`src/rtl/sfp_pkg.sv`:
```
// Shared definitions for the sfp_accum post-processing block: activation
// mode encoding and the tile-control FSM state encoding.
package sfp_pkg;

  // Activation selected per tile; the reserved code behaves as bypass.
  typedef enum logic [1:0] {
    ACT_BYPASS = 2'd0,
    ACT_RELU   = 2'd1,
    ACT_LRELU  = 2'd2,
    ACT_RSVD   = 2'd3
  } act_mode_e;

  // Tile control: wait for start, collect psums, hold results until accepted.
  typedef enum logic [1:0] {
    S_IDLE  = 2'd0,
    S_ACCUM = 2'd1,
    S_DRAIN = 2'd2
  } state_e;

endpackage

```
`src/rtl/sfp_col.sv`:
```
// One output column of sfp_accum: saturating accumulator, pass counter,
// activation and saturation of the result down to PSUM_BW.
// Build option: SFP_ACCUM_LRELU_EN enables the leaky-ReLU shift path;
// without it ACT_LRELU behaves as ReLU and the shift input does not exist.
module sfp_col
  import sfp_pkg::*;
#(
  parameter int PSUM_BW = 16,
  parameter int ACC_BW  = 24,
  parameter int PASS_BW = 8
) (
  input  logic               clk,
  input  logic               reset,
  input  logic               clear_i,   // start of a new tile
  input  logic               en_i,      // tile is accumulating this cycle
  input  logic               valid_i,
  input  logic [PSUM_BW-1:0] psum_i,
  input  logic [PASS_BW-1:0] pass_i,    // latched target, never zero
  input  act_mode_e          mode_i,
`ifdef SFP_ACCUM_LRELU_EN
  input  logic [2:0]         shift_i,
`endif
  output logic               full_o,    // column complete after this edge
  output logic               sat_o,     // accumulator clamps on this edge
  output logic [PSUM_BW-1:0] act_o      // activated value of next acc state
);

  localparam logic [ACC_BW-1:0]  ACC_MAX  = {1'b0, {(ACC_BW-1){1'b1}}};
  localparam logic [ACC_BW-1:0]  ACC_MIN  = {1'b1, {(ACC_BW-1){1'b0}}};
  localparam logic [PSUM_BW-1:0] PSUM_MAX = {1'b0, {(PSUM_BW-1){1'b1}}};
  localparam logic [PSUM_BW-1:0] PSUM_MIN = {1'b1, {(PSUM_BW-1){1'b0}}};

  logic signed [ACC_BW-1:0]  acc_q, acc_d;
  logic        [PASS_BW-1:0] cnt_q, cnt_d;
  logic signed [ACC_BW:0]    sum;
  logic                      take;
  logic signed [ACC_BW-1:0]  act_v;

  // Next accumulator and pass count: add one psum while the column still
  // owes contributions, clamping on signed overflow.
  always_comb begin
    // NOTE: every always_comb output gets a default first, so no path can
    // leave it unassigned and infer a latch.
    acc_d = acc_q;
    cnt_d = cnt_q;
    sat_o = 1'b0;
    take  = en_i && valid_i && (cnt_q < pass_i);
    sum   = (ACC_BW+1)'(acc_q) + (ACC_BW+1)'($signed(psum_i));
    if (take) begin
      cnt_d = cnt_q + 1'b1;
      if (sum[ACC_BW] != sum[ACC_BW-1]) begin
        sat_o = 1'b1;
        acc_d = sum[ACC_BW] ? ACC_MIN : ACC_MAX;
      end else begin
        acc_d = sum[ACC_BW-1:0];
      end
    end
    full_o = (cnt_d == pass_i);
  end

  // Activation of the next accumulator value, then clamp to PSUM_BW.
  always_comb begin
    act_v = acc_d;
    if (acc_d[ACC_BW-1]) begin
      case (mode_i)
        ACT_RELU:  act_v = '0;
`ifdef SFP_ACCUM_LRELU_EN
        ACT_LRELU: act_v = acc_d >>> shift_i;
`else
        ACT_LRELU: act_v = '0;
`endif
        default:   act_v = acc_d;
      endcase
    end
    if ((&act_v[ACC_BW-1:PSUM_BW-1]) || (~|act_v[ACC_BW-1:PSUM_BW-1])) begin
      act_o = act_v[PSUM_BW-1:0];
    end else begin
      act_o = act_v[ACC_BW-1] ? PSUM_MIN : PSUM_MAX;
    end
  end

  // Accumulator state; cleared by reset and by every tile start.
  always_ff @(posedge clk) begin
    // NOTE: sequential state uses non-blocking assignments so every flop
    // samples pre-edge values regardless of statement order.
    if (reset || clear_i) begin
      acc_q <= '0;
      cnt_q <= '0;
    end else begin
      acc_q <= acc_d;
      cnt_q <= cnt_d;
    end
  end

endmodule

```
`src/rtl/sfp_accum.sv`:
```
// sfp_accum: per-column partial-sum accumulator with activation and a
// valid/ready result hold. A start pulse latches the tile configuration and
// clears all columns; results are registered once every column has received
// its pass count and held until the downstream handshake.
// Build option: SFP_ACCUM_LRELU_EN enables leaky ReLU for act_mode 2;
// otherwise act_mode 2 behaves as ReLU and shift is ignored.
module sfp_accum
  import sfp_pkg::*;
#(
  parameter int COL     = 8,
  parameter int PSUM_BW = 16,
  parameter int ACC_BW  = 24,
  parameter int PASS_BW = 8
) (
  input  logic                   clk,
  input  logic                   reset,
  input  logic                   start,
  input  logic [PASS_BW-1:0]     pass_num,
  input  logic [1:0]             act_mode,
  input  logic [2:0]             shift,
  input  logic [PSUM_BW*COL-1:0] in_psum,
  input  logic [COL-1:0]         valid_in,
  output logic [PSUM_BW*COL-1:0] out_data,
  output logic                   out_valid,
  input  logic                   out_ready,
  output logic                   busy,
  output logic                   done,
  output logic                   ovf
);

  state_e                   state_q;
  logic [PASS_BW-1:0]       pass_q;
  act_mode_e                mode_q;
  logic [PSUM_BW*COL-1:0]   out_data_q;
  logic                     out_valid_q;
  logic                     busy_q;
  logic                     done_q;
  logic                     ovf_q;

  logic [COL-1:0]           col_full;
  logic [COL-1:0]           col_sat;
  logic [PSUM_BW*COL-1:0]   col_act;
  logic                     col_en;

`ifdef SFP_ACCUM_LRELU_EN
  logic [2:0]               shift_q;
`else
  logic                     unused_shift;
  assign unused_shift = ^shift;
`endif

  // A start in the same cycle pre-empts accumulation: columns clear instead.
  assign col_en = (state_q == S_ACCUM) && !start;

  for (genvar gk = 0; gk < COL; gk++) begin : g_col
    sfp_col #(
      .PSUM_BW (PSUM_BW),
      .ACC_BW  (ACC_BW),
      .PASS_BW (PASS_BW)
    ) u_col (
      .clk     (clk),
      .reset   (reset),
      .clear_i (start),
      .en_i    (col_en),
      .valid_i (valid_in[gk]),
      .psum_i  (in_psum[gk*PSUM_BW +: PSUM_BW]),
      .pass_i  (pass_q),
      .mode_i  (mode_q),
`ifdef SFP_ACCUM_LRELU_EN
      .shift_i (shift_q),
`endif
      .full_o  (col_full[gk]),
      .sat_o   (col_sat[gk]),
      .act_o   (col_act[gk*PSUM_BW +: PSUM_BW])
    );
  end

  // Tile FSM with registered outputs; start overrides every other event,
  // including a handshake in the same cycle.
  always_ff @(posedge clk) begin
    if (reset) begin
      state_q     <= S_IDLE;
      pass_q      <= '0;
      mode_q      <= ACT_BYPASS;
`ifdef SFP_ACCUM_LRELU_EN
      shift_q     <= '0;
`endif
      out_data_q  <= '0;
      out_valid_q <= 1'b0;
      busy_q      <= 1'b0;
      done_q      <= 1'b0;
      ovf_q       <= 1'b0;
    end else begin
      done_q <= 1'b0;
      if (start) begin
        state_q     <= S_ACCUM;
        pass_q      <= (pass_num == '0) ? PASS_BW'(1) : pass_num;
        mode_q      <= act_mode_e'(act_mode);
`ifdef SFP_ACCUM_LRELU_EN
        shift_q     <= shift;
`endif
        out_valid_q <= 1'b0;
        busy_q      <= 1'b1;
        ovf_q       <= 1'b0;
      end else begin
        case (state_q)
          S_ACCUM: begin
            if (|col_sat) ovf_q <= 1'b1;
            if (&col_full) begin
              state_q     <= S_DRAIN;
              out_valid_q <= 1'b1;
              out_data_q  <= col_act;
            end
          end
          S_DRAIN: begin
            if (out_ready) begin
              state_q     <= S_IDLE;
              out_valid_q <= 1'b0;
              busy_q      <= 1'b0;
              done_q      <= 1'b1;
            end
          end
          default: ;
        endcase
      end
    end
  end

  assign out_data  = out_data_q;
  assign out_valid = out_valid_q;
  assign busy      = busy_q;
  assign done      = done_q;
  assign ovf       = ovf_q;

endmodule

```
`config.mk`:
```
export PLATFORM = sky130hd
export DESIGN_NAME = sfp_accum
export DESIGN_NICKNAME = d
export VERILOG_FILES = /design/src/rtl/sfp_pkg.sv /design/src/rtl/sfp_col.sv /design/src/rtl/sfp_accum.sv
export SDC_FILE = /design/constraint.sdc
export NUM_CORES = 1
export LEC_CHECK = 0
export BUFFER_PORTS_ARGS = -buffer_cell sky130_fd_sc_hd__buf_4
export CAP_MARGIN = 10
export CORE_MARGIN = 1
export CORE_UTILIZATION = 45
export CTS_CLUSTER_SIZE = 8
export DETAILED_ROUTE_END_ITERATION = 7
export HOLD_SLACK_MARGIN = 0.15
export PLACE_DENSITY = 0.7
export SLEW_MARGIN = 10
export SYNTH_ARGS = -nofsm -noshare
export SYNTH_HDL_FRONTEND = slang
export SYNTH_SLANG_ARGS = --single-unit
export TNS_END_PERCENT = 20
```
`constraint.sdc`:
```
create_clock -name clk -period 6.09 [get_ports clk]
set_input_delay 0.3045 -clock clk [delete_from_list [all_inputs] [get_ports clk]]
set_output_delay 0.3045 -clock clk [all_outputs]
set_load 0.005 [all_outputs]
```
==> summary.md <==
| Metric | Value |
|---|---|
| Synthesis-stage register bit count | approximately 400 |
| Die area | 66900 um2 |
| Die H | approximately 260 um |
| Setup Skew | between 40 and 50 ps |
| Post-synth EDFFs | 0 |
| Average vias per placed instance | 5.97 |
| Pwr Density | roughly 200 nW/um2 |
| CP Class | flop to flop |
| Footprint of the multi-input gates | about 20000 um2 |
| Register area share after synthesis | a little over a quarter |
| IO Port Bufs | around 280 |
| Share of cells above drive strength 1 | between 10% and 20% |
| Main area contributors after synthesis | dfxtp_1, ha_1, nor2_1, a21oi_1, o21ai_0 |
| Root buf cell | clkbuf_16 |
| Via count | ~30k |
| Fillers | 6288 |
| Total track usage | a little over a quarter |
| Unrepaired setup endpoints after global routing | false |
| Post-route insts no fill | roughly 5k |
| Yosys cell types | 97 |
| Routed WL | ~90000 um |
| Synth async-reset ratio | 0% |
| Syn. warnings | 0 |
| Worst path bufs/invs | 3 |
| Startpoint Class | flop |
| VDD IR-drop max | 204 uV |
| Num CTS Buffers | 57 |
| Crit. End Element | flop |
| Clk slew on worst S/H paths | 50 ps |
| CP Max Fanout | 15 |
| Placed Instances | 4837 |
| Total gr overflow | 0 |
| CP cell instances | ha_1 > a211o_1 > a2111o_1 > a2111oi_0 > buf_4 > o31ai_1 > a41oi_1 > o21ai_0 > a221oi_1 > xnor2_1 > ha_1 > inv_1 > buf_4 > a21oi_1 > nor2_1 > a2111oi_0 > a21oi_1 > nor3_4 > a221o_1 |
| Syn Area/Cell | between 7 and 8 um2 |
| Status | complete, no violations |
| ANT nets after route | 0 |
| Slew Limit Headroom | 30.5% |
| Crit path from | g_col[0].u_col.acc_q[1] |
| Largest net degree at the start of global routing | between 100 and 150 |
| Io pins | roughly 290 |
| CP required | between 6000 and 7000 ps |
| Mapped Cells | around 3.8k |
| Worst-case clock buffer depth | 3 |
| Detail-routed net length per standard cell | 18.3 um |
| Critical path's top delay family | compound AO/OA/AOI/OAI gates |
| Antenna violations before repair | 4 |
| Cell area after synthesis | approximately 30000 um2 |
| Fin Setup TNS | 0 ps |
| Worst-margin pin slew | between 1000 and 1500 ps |
| Final Max Slew Viols | 0 |
| Commonest non-fill, non-tap cell in the layout | nor2_1 |
| Top-area cell type share of the netlist area | roughly 27% |
| Cell taking the most area after synthesis | dfxtp_1 |
| Hold_ws | ~240 ps |
| Slowest stage delay, CP | around 520 ps |
| Arrival time of the worst setup path | roughly 6300 ps |
| H-Tree Depth | 2 |
| Leak pwr | roughly 14 nW |
| Final min period | 5720 ps |
| Area grow syn2layout | 16.2% |
| Slowest CP cell | nor3_4 |
| Hold Vio Cnt, Final | 0 |
| Hold path startpoint | reset |
| Final period util | ~94% |
| Detailed Place HPWL | roughly 65000 um |
| Critical R2R Launch | g_col[0].u_col.acc_q[1] |
| Primary FF master, synth | dfxtp_1 |
| Fmax | roughly 170 MHz |
| Register area | approximately 8000 um2 |
| CTS tree | built |
| Number of core rows | 93 |
| Setup bufs post-CTS | 0 |
| GP Congestion | 0.928 |
| Endpoints failing setup | 0 |
| Syn Nets | 4240 |
| First-pass GRT wire length | ~140000 um |
| Pre-Repair DR Iteration Count | 6 |
| Initial Utilization | 45.7% |
| Final #Nets | ~4.5k |
| Initial drt markers | roughly 2.4k |
| Core ar. | between 60000 and 70000 um2 |
| Die Width | 259 um |
| MaxCap Viol Count | 0 |
| DRC | 0 |
| Worst min-delay path class | input port to flop |
| Highest-count cells in the layout ignoring fill and taps | nor2_1, dfxtp_1, buf_4 |
| Vias in the first global route | around 27k |
| CTS Sinks | about 400 |
| Skew-Pair Late Insertion Delay | between 600 and 700 ps |
synth_stat cells (93+ instances only):
library cell / number
a211oi_1: 139
a21oi_1: 211
and2_1: 103
clkbuf_1: 147
dfxtp_1: 399
ha_1: 272
inv_1: 129
nand2_1: 241
nand3_1: 93
nor2_1: 561
nor3_1: 119
o21ai_0: 209
xnor2_1: 97
timing repair:
| action | in CTS | in global routing |
|---|---|---|
| gates resized for setup | 0 | 3 |
| hold buffers | 14 | 0 |
| endpoints found under the setup margin | 0 | 21 |
| hold endpoints to repair | 15 | 0 |
through the flow:
stage | util [%] | worst slack (ps) | cell area, um2 | power [mW]
floorplan | - | 633 | 29600 | 3.55
global placement | 50.5 | 337 | 32800 | 3.93
detailed placement | 50.5 | 292 | 32800 | 3.95
CTS | 53.1 | 392 | 34400 | 6.88
global route | 53.1 | 11.9 | 34400 | 7.13
finish | 53.1 | 372 | 34400 | 6.83
routing by layer:
metal / global-route usage (%) / share of wire (%) / up-vias
met5: 0 / 0.034 / -
met3: 3.72 / 5.9 / 144
met2: 42.1 / 45 / 793
met4: 6.79 / 2.2 / 4
met1: 36.5 / 47 / 13841
li1: - / - / 14597
report_power, final:
part	internal, mW	total [mW]	switching (mW)
Sequential	2.64	2.67	0.0254
Combinational	0.467	1.25	0.787
Clock	1.69	2.91	1.22
Total	4.80	6.83	2.03
cells by family after synthesis:
group | after synthesis | share of synthesized area, %
flops | 399 | 26.9
mux | 54 | 1.85
fa+ha+maj | 280 | 12.0
simple gates | 1439 | 23.4
buf+inv | 308 | 4.07
xor+xnor | 158 | 4.67
compound gates | 1169 | 27.1
sequential cells by signal (all words and copies together) (netlist names):
name               cells
pass_q                 8
out_data             128
done                   1
mode_q                 2
state_q                2
g_col.u_col.cnt_q     64
ovf                    1
g_col.u_col.acc_q    192
busy                   1
layout make-up:
| class | count | area share [%] |
|---|---|---|
| inverters | 130 | 1.42 |
| clock inverters | 4 | 0.134 |
| well taps | 855 | 3.11 |
| clock buffers | 65 | 4.31 |
| diodes | 2 | 0.0145 |
| multi-input cells | 3100 | 59.6 |
| flip-flops and latches | 399 | 23.2 |
| repair buffers | 367 | 8.21 |
worst reg2reg max path: stages, from the launching register on:
cell and delay (ps):
dfxtp_1 320, ha_1 290, a211o_1 280, a2111o_1 390
a2111oi_0 440, buf_4 200, o31ai_1 90, a41oi_1 350
o21ai_0 230, a221oi_1 360, xnor2_1 130, ha_1 350
inv_1 90, buf_4 180, a21oi_1 340, nor2_1 170
a2111oi_0 490, a21oi_1 180, nor3_4 520, a221o_1 260
final timing paths:
path / slack, ps / cells past startpoint / endpoint
worst max-delay path: 370 / 19 / out_data[6]
worst min-delay path: 240 / 2 / out_data[15]
worst max register to register: 370 / 19 / out_data[6]
worst min register to register: 460 / 2 / out_data[44]
No activity file was read; power rests on OpenSTA's default activity.
